<file path="src/rtl/i2c_arb_pkg.sv">
// Shared types and constants for the I2C master arbiter.
package i2c_arb_pkg;

    typedef enum logic [1:0] {
        ST_IDLE   = 2'd0,
        ST_LAUNCH = 2'd1,
        ST_WAIT   = 2'd2,
        ST_RESP   = 2'd3
    } arb_state_t;

    localparam int BYTE_W = 8;

    // Width of the WAIT watchdog counter; it must hold TIMEOUT-1.
    function automatic int cnt_width(input int timeout);
        return (timeout > 2) ? $clog2(timeout) : 1;
    endfunction

endpackage

</file>
<file path="src/rtl/rr_arbiter.sv">
// Combinational round-robin pick: first set request at or above ptr, wrapping.
module rr_arbiter #(
    parameter int NUM_REQ = 4,
    parameter int IDX_W   = 2
) (
    input  logic [NUM_REQ-1:0] req,
    input  logic [IDX_W-1:0]   ptr,
    output logic [NUM_REQ-1:0] gnt_oh,
    output logic [IDX_W-1:0]   gnt_idx
);

    logic found;
    int   k;

    // Scan from the pointer upward; the first hit owns the grant.
    always_comb begin
        gnt_oh  = '0;
        gnt_idx = '0;
        found   = 1'b0;
        k       = 0;
        for (int i = 0; i < NUM_REQ; i++) begin
            k = (int'(ptr) + i) % NUM_REQ;
            if (!found && req[IDX_W'(k)]) begin
                found              = 1'b1;
                gnt_oh[IDX_W'(k)]  = 1'b1;
                gnt_idx            = IDX_W'(k);
            end
        end
    end

endmodule

</file>
<file path="src/rtl/i2c_master_arbiter.sv">
// Shares one I2C write master among NUM_REQ requesters, round-robin,
// with a watchdog on the master's completion.
//
// state  | meaning
// IDLE   | no owner; arbitrate whenever any req is set
// LAUNCH | winner latched onto m_*; start pulse is being registered
// WAIT   | master running (m_start visible in first cycle); watchdog counts
// RESP   | done/err pulse to the winner; pointer advances
module i2c_master_arbiter
    import i2c_arb_pkg::*;
#(
    parameter int NUM_REQ = 4,
    parameter int TIMEOUT = 4096
) (
    input  logic                      clk,
    input  logic                      rst,
    input  logic [NUM_REQ-1:0]        req,
    input  logic [NUM_REQ-1:0]        req_w_en,
    input  logic [NUM_REQ*BYTE_W-1:0] req_s_addr,
    input  logic [NUM_REQ*BYTE_W-1:0] req_r_addr,
    input  logic [NUM_REQ*BYTE_W-1:0] req_data,
    output logic [NUM_REQ-1:0]        gnt,
    output logic [NUM_REQ-1:0]        done,
    output logic [NUM_REQ-1:0]        err,
    output logic                      busy,
    output logic                      m_start,
    output logic                      m_w_en,
    output logic [BYTE_W-1:0]         m_data,
    output logic [BYTE_W-1:0]         m_s_addr,
    output logic [BYTE_W-1:0]         m_r_addr,
    input  logic                      m_done,
    input  logic                      m_nack
);

    localparam int IDX_W = $clog2(NUM_REQ);
    localparam int CNT_W = cnt_width(TIMEOUT);
    localparam logic [CNT_W-1:0] CNT_LAST = CNT_W'(TIMEOUT - 1);
    localparam logic [IDX_W-1:0] IDX_LAST = IDX_W'(NUM_REQ - 1);

    arb_state_t         state, state_nxt;
    logic [IDX_W-1:0]   ptr;
    logic [IDX_W-1:0]   win_idx;
    logic [IDX_W-1:0]   rr_idx;
    logic [NUM_REQ-1:0] rr_oh;
    logic [CNT_W-1:0]   cnt;
    logic               err_flag;

    rr_arbiter #(
        .NUM_REQ (NUM_REQ),
        .IDX_W   (IDX_W)
    ) u_rr (
        .req     (req),
        .ptr     (ptr),
        .gnt_oh  (rr_oh),
        .gnt_idx (rr_idx)
    );

    // State register.
    always_ff @(posedge clk or negedge rst) begin
        if (!rst) state <= ST_IDLE;
        else      state <= state_nxt;
    end

    // Next-state logic; m_done wins over the watchdog on the same cycle.
    always_comb begin
        state_nxt = state;
        case (state)
            ST_IDLE:   if (|req) state_nxt = ST_LAUNCH;
            ST_LAUNCH: state_nxt = ST_WAIT;
            ST_WAIT:   if (m_done || (cnt == CNT_LAST)) state_nxt = ST_RESP;
            ST_RESP:   state_nxt = ST_IDLE;
            default:   state_nxt = ST_IDLE;
        endcase
    end

    // Grant latch, master fields, watchdog and pointer; fields freeze until IDLE.
    always_ff @(posedge clk or negedge rst) begin
        if (!rst) begin
            gnt      <= '0;
            win_idx  <= '0;
            ptr      <= '0;
            cnt      <= '0;
            err_flag <= 1'b0;
            m_start  <= 1'b0;
            m_w_en   <= 1'b0;
            m_data   <= '0;
            m_s_addr <= '0;
            m_r_addr <= '0;
        end else begin
            m_start <= (state == ST_LAUNCH);
            case (state)
                ST_IDLE: begin
                    if (|req) begin
                        gnt      <= rr_oh;
                        win_idx  <= rr_idx;
                        m_w_en   <= req_w_en[rr_idx];
                        m_data   <= req_data[int'(rr_idx)*BYTE_W +: BYTE_W];
                        m_s_addr <= req_s_addr[int'(rr_idx)*BYTE_W +: BYTE_W];
                        m_r_addr <= req_r_addr[int'(rr_idx)*BYTE_W +: BYTE_W];
                    end
                end
                ST_LAUNCH: begin
                    cnt      <= '0;
                    err_flag <= 1'b0;
                end
                ST_WAIT: begin
                    cnt <= cnt + 1'b1;
                    if (m_done)                err_flag <= m_nack;
                    else if (cnt == CNT_LAST)  err_flag <= 1'b1;
                end
                ST_RESP: begin
                    gnt <= '0;
                    ptr <= (win_idx == IDX_LAST) ? '0 : win_idx + 1'b1;
                end
                default: ;
            endcase
        end
    end

    assign busy = (state != ST_IDLE);
    assign done = (state == ST_RESP) ? gnt : '0;
    assign err  = ((state == ST_RESP) && err_flag) ? gnt : '0;

endmodule
</file>
<file path="config.mk">
export PLATFORM = sky130hd
export DESIGN_NAME = i2c_master_arbiter
export DESIGN_NICKNAME = d
export VERILOG_FILES = /design/src/rtl/i2c_arb_pkg.sv /design/src/rtl/rr_arbiter.sv /design/src/rtl/i2c_master_arbiter.sv
export SDC_FILE = /design/constraint.sdc
export NUM_CORES = 1
export LEC_CHECK = 0
export ABC_CLOCK_PERIOD_IN_PS = 8500
export CORE_MARGIN = 1
export CORE_UTILIZATION = 46
export CTS_CLUSTER_DIAMETER = 30
export DETAILED_ROUTE_END_ITERATION = 8
export PLACE_DENSITY = 0.95
export RECOVER_POWER = 25
export SYNTH_ARGS = -nofsm -noshare
export SYNTH_HDL_FRONTEND = slang
export SYNTH_SLANG_ARGS = --single-unit
</file>
<file path="constraint.sdc">
create_clock -name clk -period 8.5 [get_ports clk]
set_input_delay 2.125 -clock clk [delete_from_list [all_inputs] [get_ports clk]]
set_output_delay 2.125 -clock clk [all_outputs]
set_load 0.05 [all_outputs]
</file>
; Word-level counts from Yosys, hierarchy flattened
; Index checks and enable logic that the tools add are counted.
[totals]
wordCells = 105
romBits = 0
ramBits = 0
regBits = 49
in_bits = 108
n_memories = 0
latch_bits = 0
out_inout_bits = 39
[op_classes]
n_mux = 45
multipliers = 0
bitwise_logic = 3
n_eq_ne = 8
reduce_logical = 21
addsub = 5
n_lt_le_gt_ge = 9
shifts = 3
n_div = 0
[ops]
columns = op, n
row1 = variable part select 32 x 6 -> 8 bit, 3
row2 = 2-to-1 mux 4 bit, 7
row3 = one-hot mux 12 bit (2 select lines), 1
row4 = 2-to-1 mux 1 bit, 18
row5 = "less-than comparator 2 x 4 -> 1 bit, second input constant", 4
row6 = 2-to-1 mux 2 bit, 7
row7 = "adder 12 x 1 -> 12 bit, second input constant", 1
row8 = "== test 12 bit, second input constant", 1
row9 = OR 4 bit, 3
row10 = binary-select mux 1 bit (select 2 bit), 5
row11 = demux 1 bit (select 2 bit), 4
row12 = ">= comparator 2 x 1 -> 1 bit, second input constant", 4
row13 = logical AND 1 bit, 8
row14 = one-hot mux 2 bit (4 select lines), 1
row15 = one-hot mux 4 bit (2 select lines), 1
row16 = AND reduction 2 bit, 4
row17 = "== test 2 bit, second input constant", 3
row18 = nonzero test 2 bit, 3
row19 = "adder 2 x 1 -> 2 bit, second input constant", 2
row20 = "adder 2 bit, second input constant", 2
row21 = "!= test 2 bit, second input constant", 2
row22 = OR reduction 4 bit, 1
row23 = logical NOT 1 bit, 3
row24 = "less-than comparator 2 x 3 -> 1 bit, second input constant", 1
row25 = 5 further kinds, 5

; Logic depth before layout (Yosys ltp)
; Gate-level depths: netlist of run 1.
[logic_depth]
ltp_word = 15
mapped_depth = 12

; Hierarchy
; From an unflattened synthesis of run 1, not the netlist that was laid out.
[unflattened]
hier_cells = 339
area_unflattened_um2 = 3418.3
[modules_own_cells]
columns = mod, n_inst, area_per_inst_um2, cells_per_inst
row1 = i2c_master_arbiter, 1, 2846.5, 269
row2 = rr_arbiter, 1, 571.8, 70

; Worst setup path after synthesis of run 1
; Ideal clock, no wire load.
[synth_path]
kind = input to register
start = in req[1]
end = reg m_s_addr[3]
stages = 7
arrival_ns = 3.667
path_slack_ns = 4.700
path_buffers = 1
t_required_ns = 8.367
setup_time_ns = 0.133
path_cell_list = mux4_2 nand2b_1 a21oi_1 nor2_2 buf_2 mux2i_1 o221ai_2
[synth_between]
elab_chain_cells = 14
[synth_rtl]
columns = item, line_no
row1 = from (decl), i2c_master_arbiter.sv:17  ; input logic [NUM_REQ-1:0] req,
row2 = binary-select mux 1 bit (select 2 bit), rr_arbiter.sv:23  ; if (!found && req[IDX_W'(k)]) begin
row3 = 2-to-1 mux 1 bit (not written as such) (2 in series), rr_arbiter.sv:23
row4 = 2-to-1 mux 1 bit, rr_arbiter.sv:23
row5 = logical NOT 1 bit, rr_arbiter.sv:23
row6 = logical AND 1 bit, rr_arbiter.sv:23
row7 = 2-to-1 mux 1 bit, rr_arbiter.sv:23
row8 = logical NOT 1 bit, rr_arbiter.sv:23
row9 = logical AND 1 bit, rr_arbiter.sv:23
row10 = 2-to-1 mux 1 bit, rr_arbiter.sv:23
row11 = logical NOT 1 bit, rr_arbiter.sv:23
row12 = logical AND 1 bit, rr_arbiter.sv:23
row13 = 2-to-1 mux 2 bit, rr_arbiter.sv:23
row14 = variable part select 32 x 6 -> 8 bit, i2c_master_arbiter.sv:98  ; m_s_addr <= req_s_addr[int'(rr_idx)*BYTE_W +: BYTE_W];
row15 = to (signal assigned), i2c_master_arbiter.sv:98
row16 = to (decl), i2c_master_arbiter.sv:29  ; output logic [BYTE_W-1:0] m_s_addr,
; Several ways; a longest one is shown, not always the timed one. The select of a mux whose other input is x is not followed.
; A chain may end at the register's enable or synchronous reset.

; Final worst setup path of run 1
[layout_path]
start = in req[2]
end = reg m_r_addr[0]
[layout_between]
elab_chain_cells = 14
[layout_rtl]
columns = item, line_no
row1 = binary-select mux 1 bit (select 2 bit), rr_arbiter.sv:23
row2 = 2-to-1 mux 1 bit (not written as such) (2 in series), rr_arbiter.sv:23
row3 = 2-to-1 mux 1 bit, rr_arbiter.sv:23
row4 = logical NOT 1 bit, rr_arbiter.sv:23
row5 = logical AND 1 bit, rr_arbiter.sv:23
row6 = 2-to-1 mux 1 bit, rr_arbiter.sv:23
row7 = logical NOT 1 bit, rr_arbiter.sv:23
row8 = logical AND 1 bit, rr_arbiter.sv:23
row9 = 2-to-1 mux 1 bit, rr_arbiter.sv:23
row10 = logical NOT 1 bit, rr_arbiter.sv:23
row11 = logical AND 1 bit, rr_arbiter.sv:23
row12 = 2-to-1 mux 2 bit, rr_arbiter.sv:23
row13 = variable part select 32 x 6 -> 8 bit, i2c_master_arbiter.sv:99  ; m_r_addr <= req_r_addr[int'(rr_idx)*BYTE_W +: BYTE_W];
row14 = to (signal assigned), i2c_master_arbiter.sv:99
row15 = to (decl), i2c_master_arbiter.sv:30  ; output logic [BYTE_W-1:0] m_r_addr,
; Several ways; a longest one is shown, not always the timed one. The select of a mux whose other input is x is not followed.

==> impl_metrics.py, run 1 <==
metrics = {
    "status": {
        "run_status": "finished with violations",
        "violations": "max-capacitance violations, max-slew violations",
    },
    "clock_tree": {
        "path_clk_slew_ns": 0.09,
        "cts_hold_buf": 0,
        "post_cts_resized": 0,
        "cts_buffer_depth": 2,
        "cts_root_buf": "clkbuf_8",
        "clk_latency_ns": 0.31,
        "cts_tree": "built",
        "clock-sinks": 49,
        "cts_setup_buffers": 0,
        "cts_buffers": 5,
        "htree_levels": 2,
    },
    "flow_run": {
        "cap_violations": 1,
    },
    "critical_path": {
        "critPathLaunch": "req[2]",
        "crit_fanout": 32,
        "critical_path_class": "input port to register",
        "crit_end": "m_r_addr[0]",
        "r2r_cells": 9,
        "r2r-end": "m_r_addr[3]",
        "crit_arrival_ns": 5.36,
        "required_ns": 8.66,
        "r2r-start": "ptr[0]",
        "start_kind": "input port",
        "critPathCaptureType": "register",
        "r2r_slack_ns": 4.41,
    },
    "global_route": {
        "grt_antenna_before_repair": 0,
        "grt_max_degree": 50,
        "grtUsageTotal": 0.253,
        "overflow": 0,
        "grt_pass1_wl_um": 15100,
        "grt_pass1_vias": 3134,
    },
    "yosys": {
        "yosysWarnings": 0,
        "synth.distinct_cells": 44,
        "synth_fp_nets": 450,
        "synth-edff-count": 0,
        "ys_seq_elements": 49,
        "dominantRegCellSynth": "dfrtp_1",
        "yosysSeqAreaShare": 0.364,
        "syn_avg_cell_area_um2": 10.3,
        "syn_area_mm2": 0.00337,
        "synthCells": 327,
        "async_flop_share": 1.00,
    },
    "detailed_routing": {
        "wl_um": 9950,
        "vias": 3161,
        "drc_errors": 0,
        "dr.pass1.iters": 4,
        "drt_iter0_drc": 151,
        "viasPerCell": 5.65,
        "wire_per_inst_um": 17.8,
        "postRouteAntennaNets": 0,
    },
    "sta": {
        "fin_crit_ns": 5.20,
        "fin_ws_ns": 3.30,
        "fmax_mhz": 192,
        "hold_viol": 0,
        "finalMaxSlewViolations": 50,
        "max-slew-margin-rel": -0.766,
        "skew_ns": 0.00983,
        "rsz0062_at_grt": "false",
        "fin_tns_setup_ns": 0,
        "setup_violations": 0,
        "fin_hold_ws_ns": 0.499,
        "worstMarginPinSlew_ns": 2.65,
        "min_period_over_period": 0.612,
    },
    "layout": {
        "final_common_cell": "clkdlybuf4s50_1",
        "mostFrequentLayoutCells": "145 x clkdlybuf4s50_1, 56 x mux2i_1, 49 x nand2_1, 49 x dfrtp_1, 19 x o221ai_2",
        "layout.cells.non_filler": 559,
        "diodes": 0,
        "final_nets": 585,
        "fillCellCount": 479,
        "stdcell_area_mm2": 0.00497,
        "drive_above_1_share": 0.0778,
        "area_growth_pct": 47.3,
    },
    "min_path": {
        "hp-class": "register to register",
    },
    "placement": {
        "preCtsSetupSlack_ns": 3.04,
        "dp_cells": 551,
        "port_buffers": 146,
        "place_congestion": 0.865,
        "dpl.hpwl_um": 7420,
        "post_dp_cell_area_mm2": 0.00485,
    },
    "floorplanning": {
        "io_pins": 147,
        "die_h_um": 87.6,
        "die_x_um": 87.6,
        "design.die.area_mm2": 0.00768,
        "initial_utilization": 0.486,
        "row_count": 30,
        "core_mm2": 0.00694,
    },
    "power_and_ir_drop": {
        "vdd_drop_max_uv": 178,
        "p_per_area_mw_per_mm2": 375,
        "p_leak_uw": 0.00217,
    },
}
cell type report:
class | instances | area, µm² | area share
Inverter | 7 | 26.3 | 0.00529
Timing Repair Buffer | 149 | 1480 | 0.297
Sequential cell | 49 | 1230 | 0.247
Tap cell | 96 | 120 | 0.0242
Clock buffer | 7 | 86.3 | 0.0174
Multi-Input combinational cell | 250 | 2000 | 0.403
Clock inverter | 1 | 30.0 | 0.00604
cells in the mapped netlist, drive strengths merged (4+ instances only):
master   n  area share
a21oi    4      0.0059
and2     4      0.0074
and3     7       0.013
buf     14       0.029
clkbuf   7      0.0078
dfrtp   49        0.36
ha      15       0.056
inv      7      0.0078
mux2i   56        0.17
nand2   49       0.055
nand2b   6       0.011
nand3   11       0.016
nor2    16       0.019
o21ai   13       0.020
o221ai  25        0.10
power by group:
part,internal (µW),leakage [µW],switching (µW)
Clock,96.0,0.0000585,77.6
Combinational,503,0.00148,779
Sequential,326,0.000625,82.7
worst min path at each step:
stage / depth (start not counted) / slack (ns) / startpoint / end
3_3_place_gp: 2 / 0.46 / win_idx[1] / win_idx[1]
5_1_grt: 2 / 0.52 / m_data[7] / m_data[7]
4_1_cts: 2 / 0.50 / m_data[7] / m_data[7]
2_1_floorplan: 2 / 0.45 / win_idx[1] / win_idx[1]
6_report: 2 / 0.50 / m_data[7] / m_data[7]
3_5_place_dp: 2 / 0.47 / win_idx[1] / win_idx[1]
sequential cells by signal, indices dropped and copies added, names as in the netlist:
signal,count
cnt,12
m_data,8
m_r_addr,8
m_s_addr,8
gnt,4
ptr,2
state,2
win_idx,2
err_flag,1
m_start,1
m_w_en,1
cells by family after synthesis:
| logic type | synth area share |
|---|---|
| xor+xnor | 0.00779 |
| mux | 0.196 |
| flops | 0.364 |
| fa+ha+maj | 0.0556 |
| simple gates | 0.141 |
| compound gates | 0.191 |
| buf+inv | 0.0441 |
stage by stage:
stage	utilization	total power [µW]
after detailed placement	0.699	1680
after floorplan	-	1350
after global routing	0.716	1970
final	0.716	1860
after global placement	0.699	1650
after CTS	0.716	1860
critical path, stage by stage:
cell and delay (ns):
clkdlybuf4s50_1 0.55, or2_1 0.33, nor3_1 0.47, nand2b_1 1.07, or2_1 0.22, buf_4 0.38
o221ai_1 0.20
routing by layer:
| layer | track usage | vias up | wire length (µm) |
|---|---|---|---|
| li1 | - | 1481 | - |
| met1 | 0.315 | 1517 | 3990 |
| met2 | 0.442 | 142 | 5190 |
| met3 | 0.0405 | 21 | 465 |
| met4 | 0.0969 | 0 | 298 |
| met5 | 0 | - | 0 |
No activity file was read; power rests on OpenSTA's default activity.
==> inputs of run 2 (changes only) <==
Settings changed: ABC_CLOCK_PERIOD_IN_PS 8500 to 5450, CORE_UTILIZATION 46 to 43, PLACE_DENSITY 0.95 to 0.93.
Clock period 8.5 ns to 5.45 ns, I/O delays scaled along.
==> impl_metrics.py, run 2 (synthesis gave the netlist of run 1 again) <==
metrics = {
    "floorplanning": {
        "design.die.area_mm2": 0.00820,
        "io_pins": 147,
        "row_count": 31,
        "die_h_um": 90.6,
        "core_mm2": 0.00741,
        "initial_utilization": 0.455,
        "die_x_um": 90.6,
    },
    "power_and_ir_drop": {
        "p_clk_frac": 0.091,
        "vdd_drop_max_uv": 408,
        "power_switching_share": 0.500,
        "p_per_area_mw_per_mm2": 583,
        "power_frac_comb": 0.690,
        "power_frac_seq": 0.218,
        "p_leak_uw": 0.00217,
        "net-switching-power_uw": 1450,
        "cell_internal_pwr_uw": 1450,
    },
    "detailed_routing": {
        "viasPerCell": 5.56,
        "wl_um": 9320,
        "wire_per_inst_um": 16.6,
        "dr.pass1.iters": 4,
        "vias": 3132,
        "drc_errors": 0,
        "postRouteAntennaNets": 0,
        "drt_iter0_drc": 142,
    },
    "critical_path": {
        "critPathLaunch": "req[0]",
        "critical_path_class": "input port to register",
        "required_ns": 5.60,
        "crit_end": "m_s_addr[4]",
        "r2r_slack_ns": 1.48,
        "r2r-end": "m_s_addr[4]",
        "crit_fanout": 15,
        "critPathCaptureType": "register",
        "r2r_cells": 9,
        "crit_arrival_ns": 4.24,
        "r2r-start": "ptr[0]",
        "start_kind": "input port",
    },
    "layout": {
        "diodes": 0,
        "drive_above_1_share": 0.0797,
        "final_nets": 586,
        "final_common_cell": "clkdlybuf4s50_1",
        "top_register": "cnt",
        "area_growth_pct": 47.7,
        "largest_register_ff_count": 12,
        "mostFrequentLayoutCells": "145 x clkdlybuf4s50_1, 56 x mux2i_1, 49 x nand2_1, 49 x dfrtp_1, 19 x o221ai_2",
    },
    "clock_tree": {
        "htree_levels": 2,
        "cts_buffer_depth": 2,
        "cts_buffers": 5,
        "clk_latency_ns": 0.30,
        "cts_hold_buf": 0,
        "cts_tree": "built",
        "clock-sinks": 49,
        "path_clk_slew_ns": 0.08,
        "cts_setup_buffers": 0,
        "cts_root_buf": "clkbuf_8",
        "post_cts_resized": 0,
    },
    "global_route": {
        "grt_antenna_before_repair": 0,
        "grt_pass1_wl_um": 14500,
        "grt_pass1_vias": 3141,
        "overflow": 0,
        "grtUsageTotal": 0.219,
        "grt_max_degree": 52,
    },
    "sta": {
        "fin_tns_setup_ns": 0,
        "fin_hold_ws_ns": 0.492,
        "hold_viol": 0,
        "fin_ws_ns": 1.36,
        "skew_ns": 0.00744,
        "fmax_mhz": 244,
        "max-slew-margin-rel": -0.746,
        "fin_crit_ns": 4.09,
        "finalMaxSlewViolations": 50,
        "worstMarginPinSlew_ns": 2.62,
        "rsz0062_at_grt": "false",
        "setup_violations": 0,
        "min_period_over_period": 0.751,
    },
    "status": {
        "run_status": "finished with violations",
        "violations": "max-capacitance violations, max-slew violations",
    },
    "placement": {
        "port_buffers": 146,
        "preCtsSetupSlack_ns": 1.05,
        "place_congestion": 0.940,
        "dpl.hpwl_um": 7090,
    },
    "flow_run": {
        "cap_violations": 1,
    },
    "min_path": {
        "hp-class": "register to register",
    },
}
run 2: cell types whose count changed in the layout (fill, tap and decap cells not counted):
cell	change
buf_4	+1
run 2: how the worst min path moves through the flow:
stage / endpoint / depth (start not counted) / from
after CTS: m_r_addr[1] / 2 / m_r_addr[1]
final: m_r_addr[1] / 2 / m_r_addr[1]
after global placement: m_r_addr[5] / 2 / m_r_addr[5]
after global routing: m_data[1] / 2 / m_data[1]
after detailed placement: m_s_addr[7] / 2 / m_s_addr[7]
after floorplan: win_idx[1] / 2 / win_idx[1]
run 2: per-stage QoR:
stage / power, µW / instance area, µm² / instances / utilization
finish: 2900 / 4980 / 563 / 0.672
global route: 3070 / 4980 / 563 / 0.672
CTS: 2910 / 4980 / 563 / 0.673
detailed placement: 2640 / 4870 / 555 / 0.657
global placement: 2580 / 4870 / 555 / 0.657
floorplan: 2110 / 3370 / 327 / -
run 2: routing by layer:
| metal | vias up | routed length (µm) | GRT usage |
|---|---|---|---|
| li1 | 1483 | - | - |
| met1 | 1494 | 3700 | 0.255 |
| met2 | 142 | 4900 | 0.402 |
| met3 | 13 | 558 | 0.0421 |
| met4 | 0 | 170 | 0.0699 |
| met5 | - | 0 | 0 |
run 2: worst max-delay path, cell delays in order:
cell	delay (ns)
clkdlybuf4s50_1	0.55
mux4_2	0.64
nor3b_1	0.38
nand2b_1	0.11
o21ai_2	0.07
or2_1	0.62
buf_4	0.36
o221ai_2	0.14
run 2: area by class of cell:
cell class                 count  area [µm²]
fill                         553        2430
multi-input combinational    250        2000
timing repair buffer         150        1490
sequential                    49        1230
tap                           99         124
clock buffer                   7        86.3
clock inverter                 1        30.0
inverter                       7        26.3
run 2: power groups by stage:
| stage | Combinational [µW] | Clock, µW | Sequential, µW |
|---|---|---|---|
| floorplan | 1150 | 0 | 961 |
| global placement | 1950 | 0 | 632 |
| detailed placement | 2000 | 0 | 636 |
| CTS | 2010 | 271 | 634 |
| global route | 2130 | 284 | 653 |
| finish | 2000 | 265 | 634 |
